$ cat src/rtl/uart_tx_arbiter_pkg.sv
// Shared constants for the UART transmit arbiter: FSM encodings, default bit
// period and a constant clog2 used to size ports and counters.
package uart_tx_arbiter_pkg;

    localparam logic [1:0] ST_IDLE  = 2'd0;
    localparam logic [1:0] ST_START = 2'd1;
    localparam logic [1:0] ST_WAIT  = 2'd2;
    localparam logic [1:0] ST_GUARD = 2'd3;

    localparam int DEFAULT_CLKS_PER_BIT = 100;

    function automatic int clog2(input int value);
        int result;
        result = 0;
        while ((1 << result) < value) begin
            result = result + 1;
        end
        return result;
    endfunction

endpackage

$ cat src/rtl/uart_tx_arbiter_rr_picker.sv
// Round-robin selector: first asserted request at or after ptr, wrapping
// modulo NUM_REQ.
module rr_picker #(
    parameter int NUM_REQ = 4,
    parameter int IDW     = 2
) (
    input  logic [NUM_REQ-1:0] req,
    input  logic [IDW-1:0]     ptr,
    output logic [IDW-1:0]     grant,
    output logic               any_valid
);

    always_comb begin
        int idx;
        grant     = '0;
        any_valid = 1'b0;
        idx       = 0;
        for (int i = 0; i < NUM_REQ; i++) begin
            idx = int'(ptr) + i;
            if (idx >= NUM_REQ) begin
                idx = idx - NUM_REQ;
            end
            if (!any_valid && req[idx]) begin
                any_valid = 1'b1;
                grant     = IDW'(idx);
            end
        end
    end

endmodule

$ cat src/rtl/uart_tx_arbiter.sv
// Shares one UART transmitter between NUM_REQ byte producers with round-robin
// grants, an optional inter-frame guard gap and a watchdog on the done edge.
module uart_tx_arbiter
    import uart_tx_arbiter_pkg::*;
#(
    parameter int NUM_REQ      = 4,
    parameter int CLKS_PER_BIT = DEFAULT_CLKS_PER_BIT,
    parameter int GUARD_CLKS   = 0,
    parameter int TIMEOUT_CLKS = 12 * CLKS_PER_BIT,
    localparam int IDW         = clog2(NUM_REQ)
) (
    input  logic                   clk,
    input  logic                   rst,
    input  logic [NUM_REQ-1:0]     req_valid,
    input  logic [NUM_REQ*8-1:0]   req_data,
    output logic [NUM_REQ-1:0]     req_ack,
    output logic [NUM_REQ-1:0]     req_done,
    output logic                   tx_start,
    output logic [7:0]             tx_data,
    input  logic                   tx_busy,
    input  logic                   tx_done,
    output logic [IDW-1:0]         grant_id,
    output logic                   active,
    output logic                   timeout_err,
    output logic [1:0]             state_dbg
);

    localparam int WD_W = clog2(TIMEOUT_CLKS + 1);
    localparam int GW   = clog2(GUARD_CLKS + 2);
    localparam logic [WD_W-1:0] WD_LAST    = WD_W'(TIMEOUT_CLKS - 1);
    localparam logic [GW-1:0]   GUARD_LAST = GW'((GUARD_CLKS > 0) ? GUARD_CLKS - 1 : 0);

    logic [1:0]      state;
    logic [IDW-1:0]  ptr;
    logic            tx_done_q;
    logic [WD_W-1:0] wd_cnt;
    logic [GW-1:0]   guard_cnt;
    logic [IDW-1:0]  pick_id;
    logic            pick_any;
    logic            done_edge;
    logic            wd_expired;

    rr_picker #(
        .NUM_REQ (NUM_REQ),
        .IDW     (IDW)
    ) u_picker (
        .req       (req_valid),
        .ptr       (ptr),
        .grant     (pick_id),
        .any_valid (pick_any)
    );

    assign done_edge  = tx_done & ~tx_done_q;
    assign wd_expired = (wd_cnt == WD_LAST);
    assign state_dbg  = state;

    // Handshake: a requester holds req_valid and its byte until it sees its
    // req_ack pulse; the byte is captured on that cycle and req_done follows
    // once the transmitter signals completion (never after a watchdog abort).
    always_ff @(posedge clk) begin
        if (rst) begin
            state       <= ST_IDLE;
            ptr         <= '0;
            tx_done_q   <= 1'b0;
            wd_cnt      <= '0;
            guard_cnt   <= '0;
            req_ack     <= '0;
            req_done    <= '0;
            tx_start    <= 1'b0;
            tx_data     <= '0;
            grant_id    <= '0;
            active      <= 1'b0;
            timeout_err <= 1'b0;
        end else begin
            tx_done_q   <= tx_done;
            req_ack     <= '0;
            req_done    <= '0;
            tx_start    <= 1'b0;
            timeout_err <= 1'b0;
            case (state)
                ST_IDLE: begin
                    // tx_busy gating also covers a frame still draining after reset.
                    if (!tx_busy && pick_any) begin
                        req_ack  <= NUM_REQ'(1) << pick_id;
                        tx_data  <= req_data[8*pick_id +: 8];
                        grant_id <= pick_id;
                        active   <= 1'b1;
                        ptr      <= (pick_id == IDW'(NUM_REQ - 1)) ? '0 : pick_id + IDW'(1);
                        state    <= ST_START;
                    end
                end
                ST_START: begin
                    tx_start <= 1'b1;
                    wd_cnt   <= '0;
                    state    <= ST_WAIT;
                end
                ST_WAIT: begin
                    if (done_edge) begin
                        req_done <= NUM_REQ'(1) << grant_id;
                    end else if (wd_expired) begin
                        timeout_err <= 1'b1;
                    end
                    if (done_edge || wd_expired) begin
                        if (GUARD_CLKS > 0) begin
                            guard_cnt <= '0;
                            state     <= ST_GUARD;
                        end else begin
                            active <= 1'b0;
                            state  <= ST_IDLE;
                        end
                    end else begin
                        wd_cnt <= wd_cnt + WD_W'(1);
                    end
                end
                ST_GUARD: begin
                    if (guard_cnt == GUARD_LAST) begin
                        active <= 1'b0;
                        state  <= ST_IDLE;
                    end else begin
                        guard_cnt <= guard_cnt + GW'(1);
                    end
                end
                default: begin
                    active <= 1'b0;
                    state  <= ST_IDLE;
                end
            endcase
        end
    end

endmodule
$ cat config.mk
export PLATFORM = sky130hd
export DESIGN_NAME = uart_tx_arbiter
export DESIGN_NICKNAME = d
export VERILOG_FILES = /design/src/rtl/uart_tx_arbiter_pkg.sv /design/src/rtl/uart_tx_arbiter_rr_picker.sv /design/src/rtl/uart_tx_arbiter.sv
export SDC_FILE = /design/constraint.sdc
export NUM_CORES = 1
export LEC_CHECK = 0
export CELL_PAD_IN_SITES_DETAIL_PLACEMENT = 1
export CELL_PAD_IN_SITES_GLOBAL_PLACEMENT = 1
export CORE_MARGIN = 3
export CORE_UTILIZATION = 36
export DETAILED_ROUTE_END_ITERATION = 12
export PLACE_DENSITY = 0.84
export SYNTH_ARGS = -nofsm -noshare
export SYNTH_HDL_FRONTEND = slang
export SYNTH_SLANG_ARGS = --single-unit
$ cat constraint.sdc
create_clock -name clk -period 3 [get_ports clk]
set_input_delay 0.6 -clock clk [delete_from_list [all_inputs] [get_ports clk]]
set_output_delay 0.6 -clock clk [all_outputs]
set_load 0.03 [all_outputs]
==> metrics, run 1 <==
Post-synth top cells 37 x dfxtp_1, 20 x nor2_1, 18 x mux2i_1; share of cells above drive strength 1 11.48%; Syn Area/Cell 10.09 µm²; synth warn 0; Die W 77.04 µm; worst path cell trace clkdlybuf4s50_1 > mux2i_1 > o221ai_4 > mux2i_1 > o221ai_2; Antenna Nets Post-Route 0; Cells after DPL 303; Int Power 0.8223 mW; Via Count 1,581; CTS tree yes; Worst-Margin Slew 889.7 ps; CTS clk-pin slew, worst paths 80 ps; post-cts sizing count 0; row count 25; top_reg_cell synth dfxtp_1; Required @ worst endpoint 3170 ps; Peak VDD IR 0.0002580 V; Die Ht 77.04 µm; worst setup path class input port to flop; Seq/Total Area, Yosys 40.77%; num ports 63; RR Startpoint ptr[1]$_SDFFE_PP0P_; FF-to-FF End tx_data[7]$_SDFFE_PP0P_; maxcap violations 0; post-route minimum period 2410 ps; P&R area growth vs syn 41.12%; TNS Setup 0 ps; CTS Buf Count 5; Starting Density 37.96%; crit-path leading delay family compound AO/OA/AOI/OAI gates; synth top area cells dfxtp_1 41%, mux2i_1 9.9%, o221ai_2 6.6%; sw power 0.3397 mW; Comb pwr share 25.4%; Final Hold Viols 0; root buffer cell clkbuf_8; Diodes inserted 0; DR iter-0 viols 30; Cell Pwr Density 453.3 nW/µm²; H-tree depth 2; CORE AREA 4786 µm²; sequential share of power 46.2%; worst hold path type flop to flop; non-filler cells, final 311; Placer Congestion 0.7307; antenna violations before repair 0; DP Worst Slack 258.4 ps; worst skew pair latency 290 ps; most frequent cell after synthesis dfxtp_1; top-area cell type share of the netlist area 40.77%; Longest Clk Path Bufs 2; GRT Total Usage 17.05%; CP Capture Type flop; fin. max-slew vios 0; Synth Register Bits 37; part of the cycle the worst path needs 80.34%; vias in the first global route 1,708; Setup-failing EPs final 0; Max Fclk 414.9 MHz; Slew headroom 40.69%; total wire length 4.802 mm; first-pass iteration count of the detailed router 4; hold_sp wd_cnt[10]$_SDFFE_PP0P_; Leak 0.9633 nW; WP buf/inv 1; hold path depth 2; Critical-path top delay cell o221ai_4; syn_nets 221; Die ar. 5935 µm²; FFs w/ async S/R, synth 0%; first-pass GRT wire length 8.197 mm; Final #Nets 284; via/cell ratio 5.084; worst hold endpoint wd_cnt[10]$_SDFFE_PP0P_; synthesized area 1817 µm²; register area 740.7 µm²; Tot Pwr 1.162 mW; clock share of power 28.4%; Util after Layout 53.57%; GRT Residual Overflow 0; HPWL Detailed 3.638 mm; CTS sink cnt 37; sw frac 29.23%; CP most frequent cell mux2i_1; area of the multi-input gates 1013 µm²; final worst slack 589.9 ps; setup slack, reg-to-reg 1040 ps; filler instances 549; Post-CTS Setup Inserts 0; crit-path max FO 22; Post-Synthesis Cells 180; Clock Skew 9.991 ps; Critical Path AT 2580 ps; status complete, no violations; CP Launch Type input port; IO buf count 62; largest net degree at the start of global routing 23; Routed WL per cell 15.44 µm; Remaining DRCs 0; Distinct cells, synth 50; reg2reg path depth 4; Hold Buf Count CTS 0; RSZ-0062 raised after global routing no; Post-synth EDFFs 0; Max stage delay on crit path 730 ps; area leader, netlist dfxtp_1
-- worst max-delay path by stage --
stage                              endpoint  cells after the start  slack (ps)          from
floorplan           tx_data[0]$_SDFFE_PP0P_                      5        1270  req_valid[1]
global placement    tx_data[4]$_SDFFE_PP0P_                      5         370  req_valid[0]
detailed placement  tx_data[1]$_SDFFE_PP0P_                      5         260  req_valid[0]
CTS                 tx_data[4]$_SDFFE_PP0P_                      5         570  req_valid[0]
global route        tx_data[4]$_SDFFE_PP0P_                      5         460  req_valid[0]
finish              tx_data[7]$_SDFFE_PP0P_                      5         590  req_valid[0]
-- worst reg2reg max path, cell delays in order (launching register included) --
cell and delay [ps]:
dfxtp_1 470, mux2i_1 160, o221ai_4 730, mux2i_1 350, o221ai_2 130
-- metrics by stage --
step           hold WS [ps]  cell area [µm²]
6_report              488.0             2564
3_3_place_gp          466.4             2481
2_1_floorplan         453.1             1817
3_5_place_dp          480.4             2481
4_1_cts               491.0             2564
5_1_grt               531.4             2564
-- cell families (layout without fill, tap and decap cells) --
family | Yosys count | in the layout | share of synthesized area, %
buffers and inverters | 10 | 74 | 3.444
and+or+nand+nor | 74 | 74 | 23.62
muxes | 19 | 19 | 10.54
adders and majority gates | 1 | 1 | 0.6886
AOI/OAI and AO/OA | 35 | 35 | 19.01
xor gates and xnor gates | 4 | 4 | 1.929
DFF | 37 | 37 | 40.77
-- cell type report --
class	instances	area share, %
clock buffers	6	2.831
well taps	67	3.270
clock inverters	2	0.3904
inverters	2	0.2928
multi-input cells	133	39.53
repair buffers	64	24.79
flip-flops and latches	37	28.89
-- layer usage --
layer / GRT usage [%] / part of all wire (%)
met5: 0 / 0
met4: 4.270 / 1.1
met3: 5.634 / 5.2
met2: 29.44 / 48
met1: 20.35 / 46
-- cell usage in the layout, fill, tap and decap left out, drive strengths merged, types with 2 or more instances in the layout --
cell	n
nor3	6
nand4	3
o21ai	4
a211oi	4
nor2b	3
a21oi	9
nor2	21
buf	2
dfxtp	37
and2	2
and3	4
clkdlybuf4s50	62
o21a	2
nor3b	3
clkbuf	6
mux2i	18
nor4	3
xor2	2
nand2b	3
nand3	3
inv	2
clkinv	2
nand2	8
xnor2	2
nand3b	8
o221ai	9
-- sequential cells by signal, indices dropped and copies added, names as in the netlist, 2 cells and up --
signal,count
wd_cnt,11
tx_data,8
state_dbg,2
req_ack,4
req_done,4
ptr,2
grant_id,2
-- power by group through the flow --
| stage | combinational (mW) | sequential [mW] | clock [mW] |
|---|---|---|---|
| 3_5_place_dp | 0.298 | 0.548 | 0 |
| 5_1_grt | 0.317 | 0.541 | 0.361 |
| 6_report | 0.295 | 0.537 | 0.330 |
| 4_1_cts | 0.299 | 0.537 | 0.342 |
| 3_3_place_gp | 0.292 | 0.548 | 0 |
| 2_1_floorplan | 0.141 | 0.585 | 0 |
Power figures use the tool's default switching activity.
==> run 2: changes to the inputs <==
--- a/config.mk
+++ b/config.mk
@@ -8,9 +8,9 @@
 export CELL_PAD_IN_SITES_DETAIL_PLACEMENT = 1
 export CELL_PAD_IN_SITES_GLOBAL_PLACEMENT = 1
 export CORE_MARGIN = 3
-export CORE_UTILIZATION = 36
+export CORE_UTILIZATION = 33
 export DETAILED_ROUTE_END_ITERATION = 12
-export PLACE_DENSITY = 0.84
+export PLACE_DENSITY = 0.78
 export SYNTH_ARGS = -nofsm -noshare
 export SYNTH_HDL_FRONTEND = slang
 export SYNTH_SLANG_ARGS = --single-unit
==> constraint.sdc (replaced) <==
create_clock -name clk -period 2.5 [get_ports clk]
set_input_delay 0.5 -clock clk [delete_from_list [all_inputs] [get_ports clk]]
set_output_delay 0.5 -clock clk [all_outputs]
set_load 0.03 [all_outputs]
==> run 2 against run 1 <==
Compared with the run above: hold slack hardly changed; flip-flop and latch count stayed put; clock-buffer cell count is 1 lower; final area is 2.0% higher; first-iteration DRC count is 33% higher; clock power is 25% higher; combinational power is 22% higher; setup slack worse by 300 ps; via count is 2.7% higher; final cell count is 2.3% higher; sequential power is 20% higher; critical path type unchanged; largest cell class unchanged.
==> metrics, run 2 (synthesis results as in run 1) <==
Worst-Margin Slew 897.4 ps; GRT Total Usage 16.50%; crit-path leading delay family compound AO/OA/AOI/OAI gates; Required @ worst endpoint 2670 ps; Die W 80.20 µm; part of the cycle the worst path needs 88.41%; TNS Setup 0 ps; first-pass GRT wire length 8.362 mm; CORE AREA 5205 µm²; Reg with most FFs wd_cnt; CTS Buf Count 5; Antenna Nets Post-Route 0; non-filler cells, final 318; Routed WL per cell 15.77 µm; Int Power 0.9918 mW; sequential share of power 45.4%; max reg flops 11; sw frac 30.09%; via/cell ratio 5.104; Max Used Layer met4; Post-CTS Setup Inserts 0; Slew headroom 40.18%; worst setup path class input port to flop; largest net degree at the start of global routing 29; CP Capture Type flop; row count 26; post-route minimum period 2210 ps; clock share of power 29.1%; Post-DP Area 2527 µm²; crit-path max FO 22; Critical-path top delay cell o221ai_4; most frequent cells in the layout 62 x clkdlybuf4s50_1, 37 x dfxtp_1, 20 x nor2_1; CTS clk-pin slew, worst paths 80 ps; Critical Path AT 2380 ps; H-tree depth 2; CTS sink cnt 37; Regs by FF count wd_cnt x11, tx_data x8; GRT Residual Overflow 0; maxcap violations 0; Die Ht 80.20 µm; Final Hold Viols 0; Remaining DRCs 0; CTS tree yes; antenna violations before repair 0; post-cts sizing count 0; sw power 0.4269 mW; Hold Buf Count CTS 0; final instance area 2614 µm²; fin. max-slew vios 0; CP most frequent cell mux2i_1; met2 WL 2.287 mm; Comb pwr share 25.4%; worst path cell trace clkdlybuf4s50_1 > mux2i_1 > o221ai_4 > mux2i_1 > o221ai_2; P&R area growth vs syn 43.87%; Cells after DPL 310; commonest non-fill, non-tap cell in the layout clkdlybuf4s50_1; WP buf/inv 1; Final #Nets 288; num ports 63; total wire length 5.015 mm; Max Fclk 452.4 MHz; Longest Clk Path Bufs 2; Clock Skew 5.775 ps; CP Launch Type input port; IO buf count 62; met3 wire length 255 µm; DR iter-0 viols 40; Cell Pwr Density 542.8 nW/µm²; worst hold path type flop to flop; Via Count 1,623; Diodes inserted 0; root buffer cell clkbuf_8; Placer Congestion 0.8063; Starting Density 34.90%; Die ar. 6431 µm²; DRT met1 WL 2.424 mm; RSZ-0062 raised after global routing no; filler instances 590; status complete, no violations; vias in the first global route 1,706; HPWL Detailed 3.847 mm; Setup-failing EPs final 0; first-pass iteration count of the detailed router 4; Peak VDD IR 0.0002194 V; Max stage delay on crit path 730 ps; Leak 0.9854 nW; worst skew pair latency 290 ps; share of cells above drive strength 1 13.31%
-- run 2: cell types whose count changed in the layout (fill, tap and decap cells not counted) --
cell | previous run | this run
buf_4 | 2 | 5
buf_12 | 0 | 1
clkbuf_1 | 1 | 0
clkinvlp_4 | 0 | 1
-- run 2: layout make-up --
class / count / area (µm²) / area share [%]
Tap cell: 70 / 87.58 / 3.351
Sequential cell: 37 / 740.7 / 28.34
Multi-Input combinational cell: 133 / 1013 / 38.77
Clock buffer: 5 / 68.82 / 2.633
Inverter: 2 / 7.507 / 0.2872
Timing Repair Buffer: 68 / 678.2 / 25.95
Clock inverter: 3 / 17.52 / 0.6702
-- run 2: final timing paths --
check,start,endpoint,slack [ps],depth (start not counted)
worst min register to register,wd_cnt[10]$_SDFFE_PP0P_,wd_cnt[10]$_SDFFE_PP0P_,490,2
worst max-delay path,req_valid[2],tx_data[2]$_SDFFE_PP0P_,290,5
worst max register to register,ptr[1]$_SDFFE_PP0P_,tx_data[2]$_SDFFE_PP0P_,540,4
worst min-delay path,wd_cnt[10]$_SDFFE_PP0P_,wd_cnt[10]$_SDFFE_PP0P_,490,2
-- run 2: power groups by stage --
stage / sequential (mW) / combinational, mW / clock [mW]
floorplan: 0.702 / 0.169 / 0
global placement: 0.657 / 0.358 / 0
detailed placement: 0.658 / 0.365 / 0
CTS: 0.644 / 0.365 / 0.431
global route: 0.649 / 0.390 / 0.454
finish: 0.644 / 0.361 / 0.413
-- run 2: metrics by stage --
step	hold WS [ps]	power [mW]	util, %	worst slack [ps]
after floorplan	453.1	0.8703	-	829.0
after global placement	469.4	1.016	48.56	68.04
after global routing	530.8	1.493	50.22	100.5
after CTS	491.7	1.440	50.22	272.4
final	488.0	1.419	50.22	289.7
after detailed placement	480.2	1.023	48.56	-28.92
-- run 2: per-layer routing --
| metal | vias up | track usage, % |
|---|---|---|
| li1 | 800 | - |
| met1 | 771 | 22.20 |
| met2 | 48 | 26.24 |
| met3 | 4 | 4.148 |
| met4 | 0 | 4.223 |
| met5 | - | 0 |
-- run 2: tightest hold or removal path: stages (launching register included) --
cell and delay (ps):
dfxtp_1 320, o21ai_0 70, a21oi_1 60
==> variant (settings of run 1) <==
`NUM_REQ` is set to 4 in 2 places; all go to 3.
--- a/src/rtl/uart_tx_arbiter_rr_picker.sv
+++ b/src/rtl/uart_tx_arbiter_rr_picker.sv
@@ -2,5 +2,5 @@
 // modulo NUM_REQ.
 module rr_picker #(
-    parameter int NUM_REQ = 4,
+    parameter int NUM_REQ = 3,
     parameter int IDW     = 2
 ) (
--- a/src/rtl/uart_tx_arbiter.sv
+++ b/src/rtl/uart_tx_arbiter.sv
@@ -4,5 +4,5 @@
     import uart_tx_arbiter_pkg::*;
 #(
-    parameter int NUM_REQ      = 4,
+    parameter int NUM_REQ      = 3,
     parameter int CLKS_PER_BIT = DEFAULT_CLKS_PER_BIT,
     parameter int GUARD_CLKS   = 0,
Ports: changed (resized req_ack, req_data, req_done and req_valid); port bits go from 63 to 52. No check against the original RTL was run, so the function may have changed too.
==> variant against run 1 <==
  * Cell area rose by 2.4%
  * Sequential share of layout area fell by 2.2 points
  * Hold slack improved by 0.0095 ns
  * Maximum frequency rose by 1.1%
  * Routed wire length rose by 16%
  * Synthesized area rose by 8.7%
  * Clock skew fell by 0.00081 ns
  * Core utilization fell by 3.1 points
  * Sequential cell count fell by 2
  * Setup slack improved by 0.027 ns
Power is not compared: it rests on default switching activity, and its combinational part moved more than twofold at a synthesized area within 25%.
==> variant: results (changes against run 1) <==
Slew @ Worst Pin -> 0.574 ns (-0.316 ns)
Worst Hold Path EP -> active
Worst R2R Path Depth -> 7 (+3)
initial DRC count -> 127 (+320%)
final wirelength -> 5580 um (+16%)
Syn. warnings -> 0 (unchanged)
top flop regs -> wd_cnt: 11 flops, tx_data: 8 flops
H-tree levels -> 2 (unchanged)
mux share of post-synthesis cell area -> 2.85% (-7.7 points)
R2R Path End -> tx_data[6]
clock slew at reported path FFs -> 0.07 ns
Synthesized Nets -> 255 (+15%)
HP Start -> active
hold crit path type -> flop to flop
worst-skew pair later-pin latency -> 0.29 ns (about the same)
Final Skew -> 0.00918 ns (-0.000807 ns)
Crit. Startpoint -> req_valid[2]
dpl cells -> 331 (+9.2%)
initial antenna violation count -> 0 (unchanged)
async set-reset flop share out of synthesis -> 0% (unchanged)
Total GRT Usage -> 18.5% (+1.5 points)
outcome -> finished, final reports clean
VDD IR-drop max -> 0.296 mV
WL per Instance -> 16.5 um (+6.6%)
HPWL after detailed placement -> 4150 um (+14%)
first-pass GRT wire length -> 9380 um (+14%)
CTS Buffer Depth -> 2 (unchanged)
setup bufs post-CTS -> 0 (unchanged)
largest net degree at the start of global routing -> 28 (+22%)
register-to-register setup slack -> 0.66 ns (-0.38 ns)
Seq/Total Area, Yosys -> 35.5% (-5.3 points)
nets@finish -> 304 (+7.0%)
CP Data Arrival Time -> 2.60 ns (+0.02 ns)
r2r startpoint -> ptr[0]
dpl cell area -> 2530 um^2 (+1.8%)
Setup WS pre-CTS -> 0.297 ns (+0.0391 ns)
share of layout cells above drive strength 1 -> 10.4% (-1.1 points)
cts bufs inserted -> 5 (unchanged)
Post-Synth XOR/XNOR Area -> 0.444% (-1.5 points)
Synth area leaders -> dfxtp_1, o221ai_2, nand3_1
top post-synthesis cells by count -> dfxtp_1, nand3_1, nor2_1, nor3_1
adder-cell share of the synthesized area -> 3.17% (+2.5 points)
number of global-route vias before repair -> 1935 (+13%)
first drt pass iteration count -> 4 (unchanged)
Distinct cells, synth -> 48 (-4.0%)
Avg Vias per Cell -> 5.64 (+11%)
post-CTS sizing -> 0 (unchanged)
compound-cell area share of the yosys netlist -> 25.7% (+6.7 points)
ANT cells -> 0 (unchanged)
worst-path fanout max -> 8 (-64%)
WHS Path Cells -> 2 (unchanged)
final RePlAce weighted congestion -> 0.874 (+20%)
Root Buffer -> clkbuf_8
Synth Area per Inst -> 9.02 um^2 (-11%)
Leakage -> 0.000894 uW
I/O Buffers -> 51 (-18%)
Final Hold Slack -> 0.497 ns (+0.00946 ns)
-- variant: cell types whose count changed after synthesis, moves of 4 or more --
cell / run 1 / this run
nand3_1: 3 / 22
mux2i_1: 18 / 2
nor3_1: 3 / 12
o21a_1: 1 / 10
a32oi_1: 0 / 8
nor2_1: 20 / 12
inv_1: 2 / 8
nand2b_1: 3 / 8
ha_1: 1 / 5
nand2_1: 6 / 10
-- variant: stage by stage --
step | total power [uW] | utilization (%)
2_1_floorplan | 1170 | -
6_report | 1790 | 50.5
5_1_grt | 1910 | 50.5
4_1_cts | 1810 | 50.5
3_5_place_dp | 1430 | 48.5
3_3_place_gp | 1410 | 48.5
-- variant: cell type report --
type / count / area (um^2)
inverter: 8 / 30.0
timing repair buffer: 56 / 548
tap: 70 / 87.6
sequential: 35 / 701
multi-input combinational: 162 / 1160
fill: 612 / 2580
clock buffer: 8 / 100
-- variant: critical path, stage by stage --
cell	delay, ns
clkdlybuf4s50_1	0.65
mux2i_1	0.12
o21ai_1	0.30
o31ai_4	0.08
or3_1	0.58
o221ai_2	0.26
-- variant: kinds of logic (layout without fill, tap and decap cells) --
logic type,after synthesis,count (layout)
AO/OA/AOI/OAI,58,58
AND/OR/NAND/NOR,93,93
XOR/XNOR,1,1
flip-flops,35,35
buffers and inverters,22,72
adder cells (fa/ha/maj),5,5
multiplexers,5,5
-- variant: metal layers --
metal | vias to the layer above | GRT usage (%) | part of all wire [%] | routed length (um)
met5 | - | 0 | 0 | 0
met4 | 0 | 5.74 | 1.3 | 72
met3 | 7 | 3.48 | 3.6 | 200
met2 | 47 | 30.3 | 48 | 2650
met1 | 936 | 24.6 | 48 | 2660
li1 | 923 | - | - | -
-- variant: how the worst max path moves through the flow --
stage / end / slack (ns) / cells after the start
4_1_cts: tx_data[6] / 0.60 / 6
5_1_grt: tx_data[6] / 0.49 / 6
6_report: tx_data[6] / 0.62 / 6
3_5_place_dp: tx_data[6] / 0.30 / 6
3_3_place_gp: tx_data[2] / 0.37 / 6
2_1_floorplan: tx_data[7] / 0.99 / 8
-- variant: report_power, final --
group / internal (uW) / leakage, uW / switching, uW
clock network: 209 / 0.0000515 / 166
registers: 528 / 0.000285 / 46.4
logic: 347 / 0.000558 / 495
total: 1080 / 0.000894 / 707
